**src/rtl/uart_fifo_ctrl.sv**
```systemverilog
// uart_fifo_ctrl - parametrised UART with TX/RX FIFOs for the CPU peripheral bus.
//
// Purpose
//   Serialises words from a TX FIFO onto txd and deserialises rxd into an RX
//   FIFO. Frame format (divisor, parity enable/polarity, one or two stop bits)
//   is latched separately by TX and RX at the start of every frame.
//
// Ports
//   clk, rst                  system clock, asynchronous active-high reset
//   divisor                   clocks per bit minus 1 (>= 3)
//   parity_en, parity_odd     parity bit enable and polarity
//   stop2                     two stop bits on TX (RX checks only the first)
//   tx_data, tx_wr            word and push strobe for the TX FIFO
//   tx_full, tx_busy          TX FIFO full; shifter active or FIFO non-empty
//   rx_data, rx_rd, rx_empty  first-word fall-through RX FIFO head, pop, empty
//   err_clr                   clears the sticky error flags
//   rx_overrun, rx_frame_err, rx_parity_err   sticky receive errors
//   irq                       RX data available or any sticky error
//   rxd, txd                  serial in (asynchronous) / serial out (idle high)

// Synchronous FIFO with first-word fall-through head and occupancy count.
module uart_fifo_ctrl_fifo #(
  parameter int W  = 8,
  parameter int AW = 3
) (
  input  logic         clk,
  input  logic         rst,
  input  logic         push,
  input  logic [W-1:0] wdata,
  input  logic         pop,
  output logic [W-1:0] head,
  output logic         full,
  output logic         empty
);
  localparam int DEPTH = 1 << AW;
  localparam logic [AW-1:0] PTR_ONE = AW'(1'b1);
  localparam logic [AW:0]   CNT_ONE = (AW+1)'(1'b1);
  localparam logic [AW:0]   CNT_MAX = (AW+1)'(DEPTH);

  logic [W-1:0]  mem_r [DEPTH];
  logic [AW-1:0] wr_ptr_r;
  logic [AW-1:0] rd_ptr_r;
  logic [AW:0]   count_r;
  logic          push_ok_s;
  logic          pop_ok_s;

  assign full      = (count_r == CNT_MAX);
  assign empty     = (count_r == '0);
  assign push_ok_s = push & ~full;
  assign pop_ok_s  = pop & ~empty;
  assign head      = mem_r[rd_ptr_r];

  // Storage array; contents are qualified by the count, so no reset is needed
  always_ff @(posedge clk) begin
    if (push_ok_s) begin
      mem_r[wr_ptr_r] <= wdata;
    end
  end

  // Pointers wrap naturally; simultaneous push and pop leave the count unchanged
  always_ff @(posedge clk or posedge rst) begin
    if (rst) begin
      wr_ptr_r <= '0;
      rd_ptr_r <= '0;
      count_r  <= '0;
    end else begin
      if (push_ok_s) begin
        wr_ptr_r <= wr_ptr_r + PTR_ONE;
      end
      if (pop_ok_s) begin
        rd_ptr_r <= rd_ptr_r + PTR_ONE;
      end
      case ({push_ok_s, pop_ok_s})
        2'b10:   count_r <= count_r + CNT_ONE;
        2'b01:   count_r <= count_r - CNT_ONE;
        default: count_r <= count_r;
      endcase
    end
  end
endmodule

module uart_fifo_ctrl #(
  parameter int DATA_W  = 8,
  parameter int FIFO_AW = 3,
  parameter int DIV_W   = 16
) (
  input  logic              clk,
  input  logic              rst,
  input  logic [DIV_W-1:0]  divisor,
  input  logic              parity_en,
  input  logic              parity_odd,
  input  logic              stop2,
  input  logic [DATA_W-1:0] tx_data,
  input  logic              tx_wr,
  output logic              tx_full,
  output logic              tx_busy,
  output logic [DATA_W-1:0] rx_data,
  input  logic              rx_rd,
  output logic              rx_empty,
  input  logic              err_clr,
  output logic              rx_overrun,
  output logic              rx_frame_err,
  output logic              rx_parity_err,
  output logic              irq,
  input  logic              rxd,
  output logic              txd
);
  localparam int BW = $clog2(DATA_W);
  localparam logic [BW-1:0]    BIT_ONE  = BW'(1'b1);
  localparam logic [BW-1:0]    BIT_LAST = BW'(DATA_W - 1);
  localparam logic [DIV_W-1:0] DIV_ONE  = DIV_W'(1'b1);

  typedef enum logic [2:0] {
    TX_IDLE   = 3'd0,
    TX_START  = 3'd1,
    TX_DATA   = 3'd2,
    TX_PARITY = 3'd3,
    TX_STOP   = 3'd4,
    TX_STOP2  = 3'd5
  } tx_state_t;

  typedef enum logic [2:0] {
    RX_IDLE   = 3'd0,
    RX_START  = 3'd1,
    RX_DATA   = 3'd2,
    RX_PARITY = 3'd3,
    RX_STOP   = 3'd4
  } rx_state_t;

  // Parity over the data bits, inverted for odd parity.
  function automatic logic parity_of(input logic [DATA_W-1:0] d, input logic odd);
    parity_of = (^d) ^ odd;
  endfunction

  // ---------------------------------------------------------------- TX path
  tx_state_t         tx_state_r, tx_state_n;
  logic [DIV_W-1:0]  tx_cnt_r, tx_cnt_n;
  logic [BW-1:0]     tx_bit_r, tx_bit_n;
  logic [DATA_W-1:0] tx_shift_r, tx_shift_n;
  logic              tx_par_r, tx_par_n;
  logic [DIV_W-1:0]  tx_div_r, tx_div_n;
  logic              tx_par_en_r, tx_par_en_n;
  logic              tx_stop2_r, tx_stop2_n;
  logic              txd_r, txd_n;
  logic              tx_tick_s;
  logic              tx_load_s;
  logic [DATA_W-1:0] tx_head_s;
  logic              tx_empty_s;

  uart_fifo_ctrl_fifo #(.W(DATA_W), .AW(FIFO_AW)) u_tx_fifo (
    .clk   (clk),
    .rst   (rst),
    .push  (tx_wr),
    .wdata (tx_data),
    .pop   (tx_load_s),
    .head  (tx_head_s),
    .full  (tx_full),
    .empty (tx_empty_s)
  );

  // TX next-state: bit timing, shifting, and FIFO pop with config latch
  always_comb begin
    tx_state_n  = tx_state_r;
    tx_cnt_n    = tx_cnt_r;
    tx_bit_n    = tx_bit_r;
    tx_shift_n  = tx_shift_r;
    tx_par_n    = tx_par_r;
    tx_div_n    = tx_div_r;
    tx_par_en_n = tx_par_en_r;
    tx_stop2_n  = tx_stop2_r;
    tx_load_s   = 1'b0;
    txd_n       = 1'b1;
    tx_tick_s   = (tx_cnt_r == tx_div_r);

    case (tx_state_r)
      TX_IDLE: begin
        if (!tx_empty_s) begin
          tx_load_s = 1'b1;
        end else begin
          tx_state_n = TX_IDLE;
        end
      end
      TX_START: begin
        if (tx_tick_s) begin
          tx_state_n = TX_DATA;
          tx_cnt_n   = '0;
          tx_bit_n   = '0;
        end else begin
          tx_cnt_n = tx_cnt_r + DIV_ONE;
        end
      end
      TX_DATA: begin
        if (tx_tick_s) begin
          tx_cnt_n = '0;
          if (tx_bit_r == BIT_LAST) begin
            tx_state_n = tx_par_en_r ? TX_PARITY : TX_STOP;
          end else begin
            tx_bit_n   = tx_bit_r + BIT_ONE;
            tx_shift_n = {1'b0, tx_shift_r[DATA_W-1:1]};
          end
        end else begin
          tx_cnt_n = tx_cnt_r + DIV_ONE;
        end
      end
      TX_PARITY: begin
        if (tx_tick_s) begin
          tx_state_n = TX_STOP;
          tx_cnt_n   = '0;
        end else begin
          tx_cnt_n = tx_cnt_r + DIV_ONE;
        end
      end
      TX_STOP: begin
        if (tx_tick_s) begin
          tx_cnt_n = '0;
          if (tx_stop2_r) begin
            tx_state_n = TX_STOP2;
          end else if (!tx_empty_s) begin
            tx_load_s = 1'b1;
          end else begin
            tx_state_n = TX_IDLE;
          end
        end else begin
          tx_cnt_n = tx_cnt_r + DIV_ONE;
        end
      end
      TX_STOP2: begin
        if (tx_tick_s) begin
          tx_cnt_n = '0;
          if (!tx_empty_s) begin
            tx_load_s = 1'b1;
          end else begin
            tx_state_n = TX_IDLE;
          end
        end else begin
          tx_cnt_n = tx_cnt_r + DIV_ONE;
        end
      end
      default: begin
        tx_state_n = TX_IDLE;
        tx_cnt_n   = '0;
      end
    endcase

    // A pop (from IDLE or at the end of a stop bit) starts the next frame
    // immediately, which gives back-to-back frames without an idle gap.
    if (tx_load_s) begin
      tx_state_n  = TX_START;
      tx_cnt_n    = '0;
      tx_shift_n  = tx_head_s;
      tx_par_n    = parity_of(tx_head_s, parity_odd);
      tx_div_n    = divisor;
      tx_par_en_n = parity_en;
      tx_stop2_n  = stop2;
    end else begin
      tx_state_n = tx_state_n;
    end

    // txd is registered from the next state so it changes with the state itself
    case (tx_state_n)
      TX_START:  txd_n = 1'b0;
      TX_DATA:   txd_n = tx_shift_n[0];
      TX_PARITY: txd_n = tx_par_n;
      default:   txd_n = 1'b1;
    endcase
  end

  // TX state register; reset returns txd high at once, aborting any frame
  always_ff @(posedge clk or posedge rst) begin
    if (rst) begin
      tx_state_r  <= TX_IDLE;
      tx_cnt_r    <= '0;
      tx_bit_r    <= '0;
      tx_shift_r  <= '0;
      tx_par_r    <= 1'b0;
      tx_div_r    <= '0;
      tx_par_en_r <= 1'b0;
      tx_stop2_r  <= 1'b0;
      txd_r       <= 1'b1;
    end else begin
      tx_state_r  <= tx_state_n;
      tx_cnt_r    <= tx_cnt_n;
      tx_bit_r    <= tx_bit_n;
      tx_shift_r  <= tx_shift_n;
      tx_par_r    <= tx_par_n;
      tx_div_r    <= tx_div_n;
      tx_par_en_r <= tx_par_en_n;
      tx_stop2_r  <= tx_stop2_n;
      txd_r       <= txd_n;
    end
  end

  assign txd     = txd_r;
  assign tx_busy = (tx_state_r != TX_IDLE) | ~tx_empty_s;

  // ---------------------------------------------------------------- RX path
  rx_state_t         rx_state_r, rx_state_n;
  logic [DIV_W-1:0]  rx_cnt_r, rx_cnt_n;
  logic [BW-1:0]     rx_bit_r, rx_bit_n;
  logic [DATA_W-1:0] rx_shift_r, rx_shift_n;
  logic              rx_pbit_r, rx_pbit_n;
  logic [DIV_W-1:0]  rx_div_r, rx_div_n;
  logic [DIV_W-1:0]  rx_half_r, rx_half_n;
  logic              rx_par_en_r, rx_par_en_n;
  logic              rx_odd_r, rx_odd_n;
  logic              rx_sync1_r, rx_sync2_r, rx_prev_r;
  logic              rx_fall_s;
  logic              rx_tick_s;
  logic              rx_stop_s;
  logic              rx_full_s;
  logic              rx_empty_s;
  logic [DATA_W-1:0] rx_head_s;
  logic [DIV_W-1:0]  half_s;
  logic              set_ovr_s, set_frame_s, set_par_s;
  logic              rx_overrun_r, rx_frame_err_r, rx_parity_err_r;

  // (divisor+1)/2 without overflowing DIV_W bits; minus one because the
  // detect cycle itself already lies inside the start bit.
  assign half_s    = {1'b0, divisor[DIV_W-1:1]} + {{(DIV_W-1){1'b0}}, divisor[0]} - DIV_ONE;
  assign rx_fall_s = rx_prev_r & ~rx_sync2_r;
  assign rx_tick_s = (rx_cnt_r == rx_div_r);

  // Two-flop synchroniser plus one history flop for start-edge detection
  always_ff @(posedge clk or posedge rst) begin
    if (rst) begin
      rx_sync1_r <= 1'b1;
      rx_sync2_r <= 1'b1;
      rx_prev_r  <= 1'b1;
    end else begin
      rx_sync1_r <= rxd;
      rx_sync2_r <= rx_sync1_r;
      rx_prev_r  <= rx_sync2_r;
    end
  end

  // RX next-state: centre sampling of each bit, glitch rejection at start
  always_comb begin
    rx_state_n  = rx_state_r;
    rx_cnt_n    = rx_cnt_r;
    rx_bit_n    = rx_bit_r;
    rx_shift_n  = rx_shift_r;
    rx_pbit_n   = rx_pbit_r;
    rx_div_n    = rx_div_r;
    rx_half_n   = rx_half_r;
    rx_par_en_n = rx_par_en_r;
    rx_odd_n    = rx_odd_r;
    rx_stop_s   = 1'b0;

    case (rx_state_r)
      RX_IDLE: begin
        if (rx_fall_s) begin
          rx_state_n  = RX_START;
          rx_cnt_n    = '0;
          rx_div_n    = divisor;
          rx_half_n   = half_s;
          rx_par_en_n = parity_en;
          rx_odd_n    = parity_odd;
        end else begin
          rx_state_n = RX_IDLE;
        end
      end
      RX_START: begin
        if (rx_cnt_r == rx_half_r) begin
          rx_cnt_n = '0;
          rx_bit_n = '0;
          // Line back high at mid-start: treat as a glitch and drop it silently
          rx_state_n = rx_sync2_r ? RX_IDLE : RX_DATA;
        end else begin
          rx_cnt_n = rx_cnt_r + DIV_ONE;
        end
      end
      RX_DATA: begin
        if (rx_tick_s) begin
          rx_cnt_n   = '0;
          rx_shift_n = {rx_sync2_r, rx_shift_r[DATA_W-1:1]};
          if (rx_bit_r == BIT_LAST) begin
            rx_state_n = rx_par_en_r ? RX_PARITY : RX_STOP;
          end else begin
            rx_bit_n = rx_bit_r + BIT_ONE;
          end
        end else begin
          rx_cnt_n = rx_cnt_r + DIV_ONE;
        end
      end
      RX_PARITY: begin
        if (rx_tick_s) begin
          rx_cnt_n   = '0;
          rx_pbit_n  = rx_sync2_r;
          rx_state_n = RX_STOP;
        end else begin
          rx_cnt_n = rx_cnt_r + DIV_ONE;
        end
      end
      RX_STOP: begin
        if (rx_tick_s) begin
          // Leave at mid-stop so a start edge right after it is not missed
          rx_cnt_n   = '0;
          rx_stop_s  = 1'b1;
          rx_state_n = RX_IDLE;
        end else begin
          rx_cnt_n = rx_cnt_r + DIV_ONE;
        end
      end
      default: begin
        rx_state_n = RX_IDLE;
        rx_cnt_n   = '0;
      end
    endcase
  end

  // RX state register
  always_ff @(posedge clk or posedge rst) begin
    if (rst) begin
      rx_state_r  <= RX_IDLE;
      rx_cnt_r    <= '0;
      rx_bit_r    <= '0;
      rx_shift_r  <= '0;
      rx_pbit_r   <= 1'b0;
      rx_div_r    <= '0;
      rx_half_r   <= '0;
      rx_par_en_r <= 1'b0;
      rx_odd_r    <= 1'b0;
    end else begin
      rx_state_r  <= rx_state_n;
      rx_cnt_r    <= rx_cnt_n;
      rx_bit_r    <= rx_bit_n;
      rx_shift_r  <= rx_shift_n;
      rx_pbit_r   <= rx_pbit_n;
      rx_div_r    <= rx_div_n;
      rx_half_r   <= rx_half_n;
      rx_par_en_r <= rx_par_en_n;
      rx_odd_r    <= rx_odd_n;
    end
  end

  // Words with frame/parity errors are still stored; only a full FIFO drops them
  assign set_ovr_s   = rx_stop_s & rx_full_s;
  assign set_frame_s = rx_stop_s & ~rx_sync2_r;
  assign set_par_s   = rx_stop_s & rx_par_en_r & (rx_pbit_r != parity_of(rx_shift_r, rx_odd_r));

  uart_fifo_ctrl_fifo #(.W(DATA_W), .AW(FIFO_AW)) u_rx_fifo (
    .clk   (clk),
    .rst   (rst),
    .push  (rx_stop_s),
    .wdata (rx_shift_r),
    .pop   (rx_rd),
    .head  (rx_head_s),
    .full  (rx_full_s),
    .empty (rx_empty_s)
  );

  // Sticky error flags; a new event wins over a clear in the same cycle
  always_ff @(posedge clk or posedge rst) begin
    if (rst) begin
      rx_overrun_r    <= 1'b0;
      rx_frame_err_r  <= 1'b0;
      rx_parity_err_r <= 1'b0;
    end else begin
      if (set_ovr_s) begin
        rx_overrun_r <= 1'b1;
      end else if (err_clr) begin
        rx_overrun_r <= 1'b0;
      end else begin
        rx_overrun_r <= rx_overrun_r;
      end
      if (set_frame_s) begin
        rx_frame_err_r <= 1'b1;
      end else if (err_clr) begin
        rx_frame_err_r <= 1'b0;
      end else begin
        rx_frame_err_r <= rx_frame_err_r;
      end
      if (set_par_s) begin
        rx_parity_err_r <= 1'b1;
      end else if (err_clr) begin
        rx_parity_err_r <= 1'b0;
      end else begin
        rx_parity_err_r <= rx_parity_err_r;
      end
    end
  end

  // Stale memory is masked so an empty FIFO always presents zero
  assign rx_data       = rx_empty_s ? '0 : rx_head_s;
  assign rx_empty      = rx_empty_s;
  assign rx_overrun    = rx_overrun_r;
  assign rx_frame_err  = rx_frame_err_r;
  assign rx_parity_err = rx_parity_err_r;
  assign irq           = ~rx_empty_s | rx_overrun_r | rx_frame_err_r | rx_parity_err_r;
endmodule

```
**config.mk**
```make
export PLATFORM = sky130hd
export DESIGN_NAME = uart_fifo_ctrl
export DESIGN_NICKNAME = d
export VERILOG_FILES = /design/src/rtl/uart_fifo_ctrl.sv
export SDC_FILE = /design/constraint.sdc
export NUM_CORES = 1
export LEC_CHECK = 0
export CELL_PAD_IN_SITES_DETAIL_PLACEMENT = 1
export CELL_PAD_IN_SITES_GLOBAL_PLACEMENT = 1
export CORE_MARGIN = 2
export CORE_UTILIZATION = 51
export DETAILED_ROUTE_END_ITERATION = 12
export PLACE_DENSITY_LB_ADDON = 0.1
export RECOVER_POWER = 100
export SETUP_SLACK_MARGIN = 0.02
export SLEW_MARGIN = 20
export SYNTH_ARGS = -nofsm -noshare
export SYNTH_HDL_FRONTEND = slang
export SYNTH_SLANG_ARGS = --single-unit
```
**constraint.sdc**
```tcl
create_clock -name clk -period 5.64 [get_ports clk]
set_input_delay 1.128 -clock clk [delete_from_list [all_inputs] [get_ports clk]]
set_output_delay 1.128 -clock clk [all_outputs]
set_load 0.05 [all_outputs]
```
* After elaboration in Yosys (flattened, before gate mapping)
Memory sizes are Yosys's and may differ from the RTL's. Cells that the tools add are included.
Cells by class: multiplexer cells 59, equal/unequal tests 36, reductions and logical operators 25, add/sub/neg operators 14, bitwise gates (word level) 20
Operators with widths (count):
- 16-bit 2-to-1 mux | 5
- 3-bit 2-to-1 mux | 22
- 16-bit equality test | 3
- 16-bit case mux with 3 select lines | 1
- 8-bit 2-to-1 mux | 5
- 16-bit by 1-bit adder with 16-bit output, second input constant | 2
- 16-bit case mux with 2 select lines | 1
- 2-bit != test, second input constant | 10
- 3-bit by 1-bit adder with 3-bit output, second input constant | 6
- 3-bit by 2-bit equality test with 1-bit output, second input constant | 6
- 3-bit case mux with 6 select lines | 1
- 2-bit nonzero test | 9
- 15-bit by 1-bit adder with 16-bit output | 1
- 1-bit 2-to-1 mux | 16
- 4-bit case mux with 2 select lines | 2
- 8-bit parity | 2
- 16-bit by 1-bit subtractor with 16-bit output, second input constant | 1
- 3-bit equality test, second input constant | 5
- 3-bit case mux with 5 select lines | 1
- 3-bit case mux with 2 select lines | 2
- 1-bit bitwise AND | 9
- 3-bit by 1-bit equality test with 1-bit output, second input constant | 3
- 4-bit by 1-bit adder with 4-bit output, second input constant | 2
- 4-bit equality test, second input constant | 2
- 19 further kinds | 37
Storage, ports and cells: register bits after elaboration 141, word-level logic and storage cells 187, memories kept 2, output and inout port bits 16, bits in writable memories 128
Memories:
- u_rx_fifo.mem_r | depth 8, width 8, read ports 1, clocked after Yosys merged registers in 0, write ports 1, line 40 | logic [W-1:0] mem_r [DEPTH];
- u_tx_fifo.mem_r | depth 8, width 8, read ports 1, clocked after Yosys merged registers in 0, write ports 1, line 40

* Longest topological paths before layout
word-level depth 8, gate-level depth with buffers 16, mapped depth without buffers 13

* Modules after synthesis
Synthesis repeated with hierarchy kept, for this count alone.
Second synthesis, totals: cells, all modules 971, area, all modules 12751.0 µm²
By module, submodules not included:
- uart_fifo_ctrl | area each 6477.5 µm², times used 1, cells an instance 649
- uart_fifo_ctrl_fifo at u_rx_fifo | area each 3138.0 µm², times used 1, cells an instance 161
- uart_fifo_ctrl_fifo at u_tx_fifo | area each 3135.5 µm², times used 1, cells an instance 161

* Worst setup path after synthesis
OpenSTA, ideal clock, no wires.
kind register -> output, from register u_rx_fifo.rd_ptr_r[0], to output rx_data[6], arrival time 2.090 ns, slack 2.422 ns, path buffers 2, data required time 4.512 ns, stages on the path, launching flop included 6, cell sequence dfrtp_1 clkbuf_1 buf_2 mux4_2 mux2i_1 nor2_1
On the way: longest elaborated chain between the ends 2
RTL lines:
- start, declared | line 42 | logic [AW-1:0] rd_ptr_r;
- start signal, assigned | line 71 | rd_ptr_r <= rd_ptr_r + PTR_ONE;
- memory 8 x 8 bit
- 8-bit 2-to-1 mux | line 484 | assign rx_data = rx_empty_s ? '0 : rx_head_s;
- end, declared | line 97 | output logic [DATA_W-1:0] rx_data,
Every way passes these cells.

* Worst setup path after layout
from register rx_cnt_r[3], to memory u_rx_fifo.mem_r[5][2] (enable)
On the way: longest elaborated chain between the ends 6
RTL lines:
- start, declared | line 298 | logic [DIV_W-1:0] rx_cnt_r, rx_cnt_n;
- start signal, assigned | line 425 | rx_cnt_r <= rx_cnt_n;
- 16-bit equality test | line 321 | assign rx_tick_s = (rx_cnt_r == rx_div_r);
- 1-bit 2-to-1 mux | line 395 | if (rx_tick_s) begin
- 1-bit 2-to-1 mux | line 349 | case (rx_state_r)
- 1-bit bitwise AND | line 49 | assign push_ok_s = push & ~full;
- 1-bit 2-to-1 mux | line 55 | if (push_ok_s) begin
- 1-bit 2-to-1 mux (implied by the code) | line 56 | mem_r[wr_ptr_r] <= wdata;
- end, declared | line 40
Every way passes these cells.

==> insert_results.sql <==
INSERT INTO impl_metrics (metric_group, metric, value, unit) VALUES
('global_route', 'overflow', '0', ''),
('critical_path', 'path_class', 'reg -> reg', ''),
('critical_path', 'worst-path-buf-inv', '0', ''),
('routing', 'drc', '0', ''),
('critical_path', 'crit_path_cell_trace', 'xnor2_1 > nand4_1 > nor4_1 > nand2b_2 > a211oi_1 > nand2_1 > nor2_1', ''),
('placement', 'dpl-instance-area', '12900', 'um^2'),
('synth', 'synth_adder_area_share', '0.0201', ''),
('critical_path', 'timing.critical_path.slowest_cell_delay', '1.02', 'ns'),
('routing', 'drt_iter0_drc', '406', ''),
('routing', 'detailedRoute.firstPassIterationCount', '4', ''),
('routing', 'routed_wire_length_per_instance', '20.5', 'um'),
('sta', 'worst-slew-pin-transition', '2.25', 'ns'),
('power', 'intPower', '4.41', 'mW'),
('final_layout', 'layout-drive-gt1-share', '0.119', ''),
('sta', 'setup_tns', '0', 'ns'),
('sta', 'finalClockSkew', '0.0108', 'ns'),
('global_route', 'first_global_vias', '7940', ''),
('synth', 'post_syn_area', '12200', 'um^2'),
('synth', 'synth_async_sr_flop_share', '0.524', ''),
('clock_tree', 'cts_tree', 'yes', ''),
('sta', 'setup_viol', '0', ''),
('sta', 'finalHoldViolCount', '0', ''),
('sta', 'post-route-min-period', '4.53', 'ns'),
('synth', 'muxShareOfSynthArea', '0.0991', ''),
('synth', 'synth_compound_gate_area_share', '0.0544', ''),
('power', 'p_comb_frac', '0.258', ''),
('critical_path', 'crit_arrival', '4.70', 'ns'),
('final_layout', 'syn_to_final_growth', '13.3', '%'),
('global_route', 'grt_max_degree', '109', ''),
('power', 'irDropWorstVdd', '0.000292', 'V'),
('clock_tree', 'total_clock_sinks', '269', ''),
('global_route', 'first_pass_grt_wire_length', '44.1', 'mm'),
('clock_tree', 'post_cts_resize_count', '0', ''),
('sta', 'post_route_clock_period_utilization', '0.804', ''),
('routing', 'per_cell_via_count_in_the_routed_design', '5.55', ''),
('sta', 'achievable-frequency', '221', 'MHz'),
('sta', 'rsz0062_at_grt', 'no', ''),
('critical_path', 'worst_setup_path_start_kind', 'register', ''),
('floorplanning', 'die_outline_area', '25200', 'um^2'),
('power', 'power.net_switching', '2.15', 'mW'),
('floorplanning', 'design.core.area', '23500', 'um^2'),
('floorplanning', 'initial_core_util', '0.519', ''),
('placement', 'gpl.final_weighted_congestion', '0.808', ''),
('min_path', 'timing.hold.worst.class', 'reg -> reg', ''),
('placement', 'buffer_ports.inserted', '48', ''),
('critical_path', 'cpMaxStageDelayCell', 'a211oi_1', ''),
('synth', 'main_combinational_cell_family_by_area_after_synthesis', 'simple AND/OR/NAND/NOR gates', ''),
('final_layout', 'final_cell_mix', 'dfrtp_1 (136), edfxtp_1 (128), nand2_1 (120), nor2_1 (68), xor2_1 (57)', ''),
('synth', 'yosys.area_share.xor_xnor', '0.0797', ''),
('critical_path', 'path_delay_family', 'simple AND/OR/NAND/NOR gates', ''),
('status', 'outcome', 'complete, but fails checks', ''),
('power', 'clock_power_share', '0.294', ''),
('synth', 'netlist_instances', '939', ''),
('final_layout', 'final_area', '13800', 'um^2'),
('global_route', 'track_usage', '0.227', ''),
('critical_path', 'maximum_fanout_along_the_worst_path', '8', ''),
('power', 'pwr_density_cell', '474', 'nW/um^2'),
('job', 'maxCapViolCount', '4', ''),
('clock_tree', 'postCtsSetupBuffers', '0', ''),
('final_layout', 'fillers', '2310', ''),
('sta', 'drv_slew', '143', ''),
('status', 'violations', 'max-capacitance violations, max-slew violations', ''),
('clock_tree', 'cts_made_buffers', '29', ''),
('clock_tree', 'max-clock-path-buffers', '3', ''),
('synth', 'yosys.cell_types.count', '65', ''),
('synth', 'synth-edff-count', '128', ''),
('clock_tree', 'clk_root_buf', 'clkbuf_16', ''),
('critical_path', 'timing.critical_path.to_type', 'register', ''),
('routing', 'detail_route.wirelength', '27.2', 'mm'),
('placement', 'dp_hpwl', '18.6', 'mm'),
('final_layout', 'mostFrequentLayoutCell', 'dfrtp_1', '');
## synthesized netlist by cell type (9+ instances only)
master    count  area [um^2]
xnor2_1      54          473
nand2b_1      9         56.3
nor3_1       19         95.1
o21ai_0      41          205
xor2_1       57          499
nand4_1      10         62.6
ha_1         18          225
mux4_2       28          631
nor2_1       67          251
dfrtp_1     137         3430
a21oi_1      12         60.1
inv_1        20         75.1
mux2_2       30          338
nand2_1     120          450
mux2i_1      24          240
nor4_1       13         81.3
edfxtp_1    128         3840
buf_2        13         65.1
clkbuf_1     17         63.8
## power groups by stage
stage          Combinational [mW]  Clock, mW  Sequential (mW)
5_1_grt                      1.88       2.05             3.01
2_1_floorplan                1.51          0             2.69
6_report                     1.69       1.93             2.94
4_1_cts                      1.75       1.97             2.95
3_5_place_dp                 1.73          0             2.98
3_3_place_gp                 1.64          0             2.94
## final cells by class
| type | count | area (um^2) | area share |
|---|---|---|---|
| clock buffer | 35 | 798 | 0.0578 |
| clock inverter | 19 | 178 | 0.0129 |
| inverter | 21 | 85.1 | 0.00616 |
| multi-input combinational | 606 | 4460 | 0.323 |
| sequential | 269 | 7380 | 0.534 |
| tap | 319 | 399 | 0.0289 |
| timing repair buffer | 55 | 512 | 0.0370 |
## worst reg2reg max path, cell delays in order (launching register included)
cell      delay, ns
dfrtp_1        0.53
xnor2_1        0.17
nand4_1        0.13
nor4_1         0.90
nand2b_2       0.24
a211oi_1       1.02
nand2_1        0.31
nor2_1         0.86
## metal layers
metal  wire length, um  share of wire  global-route usage
met5                 0              0                   0
met2             13400           0.49               0.381
met1             12500           0.46               0.319
met3               851          0.031              0.0278
met4               466          0.017              0.0506
## path summary, 6_finish.rpt
check,from,end,depth (start not counted)
max,rx_cnt_r[3]$_DFFE_PP0P_,u_rx_fifo.mem_r[5][2]$_DFFE_PP_,7
min,rx_sync1_r$_DFF_PP1_,rx_sync2_r$_DFF_PP1_,0
max reg2reg,rx_cnt_r[3]$_DFFE_PP0P_,u_rx_fifo.mem_r[5][2]$_DFFE_PP_,7
min reg2reg,rx_sync1_r$_DFF_PP1_,rx_sync2_r$_DFF_PP1_,0
max in group asynchronous,rst,rx_prev_r$_DFF_PP1_,4
min in group asynchronous,rst,tx_div_r[4]$_DFFE_PP0N_,2
## metrics by stage
stage	setup WS, ns	instances	hold WS, ns	utilization
CTS	1.17	1323	0.362	0.591
detailed placement	1.35	1269	0.350	0.550
finish	1.11	1324	0.365	0.589
floorplan	0.737	939	0.345	-
global route	0.872	1324	0.369	0.589
global placement	1.54	1269	0.350	0.550
## flip-flops by register name (all words and copies together), names as in the netlist, 4 cells and up
register,flops
tx_cnt_r,16
u_rx_fifo.mem_r,64
u_tx_fifo.count_r,4
u_rx_fifo.count_r,4
tx_div_r,16
tx_shift_r,8
rx_cnt_r,16
rx_shift_r,8
u_tx_fifo.mem_r,64
rx_div_r,16
rx_half_r,16
## logic make-up after synthesis
kind of cell             Yosys count
AO/OA/AOI/OAI                     99
XOR/XNOR                         111
adder cells (fa/ha/maj)           19
buffers and inverters             64
flip-flops                       269
multiplexers                      82
AND/OR/NAND/NOR                  295
(Power assumes the default switching activity.)
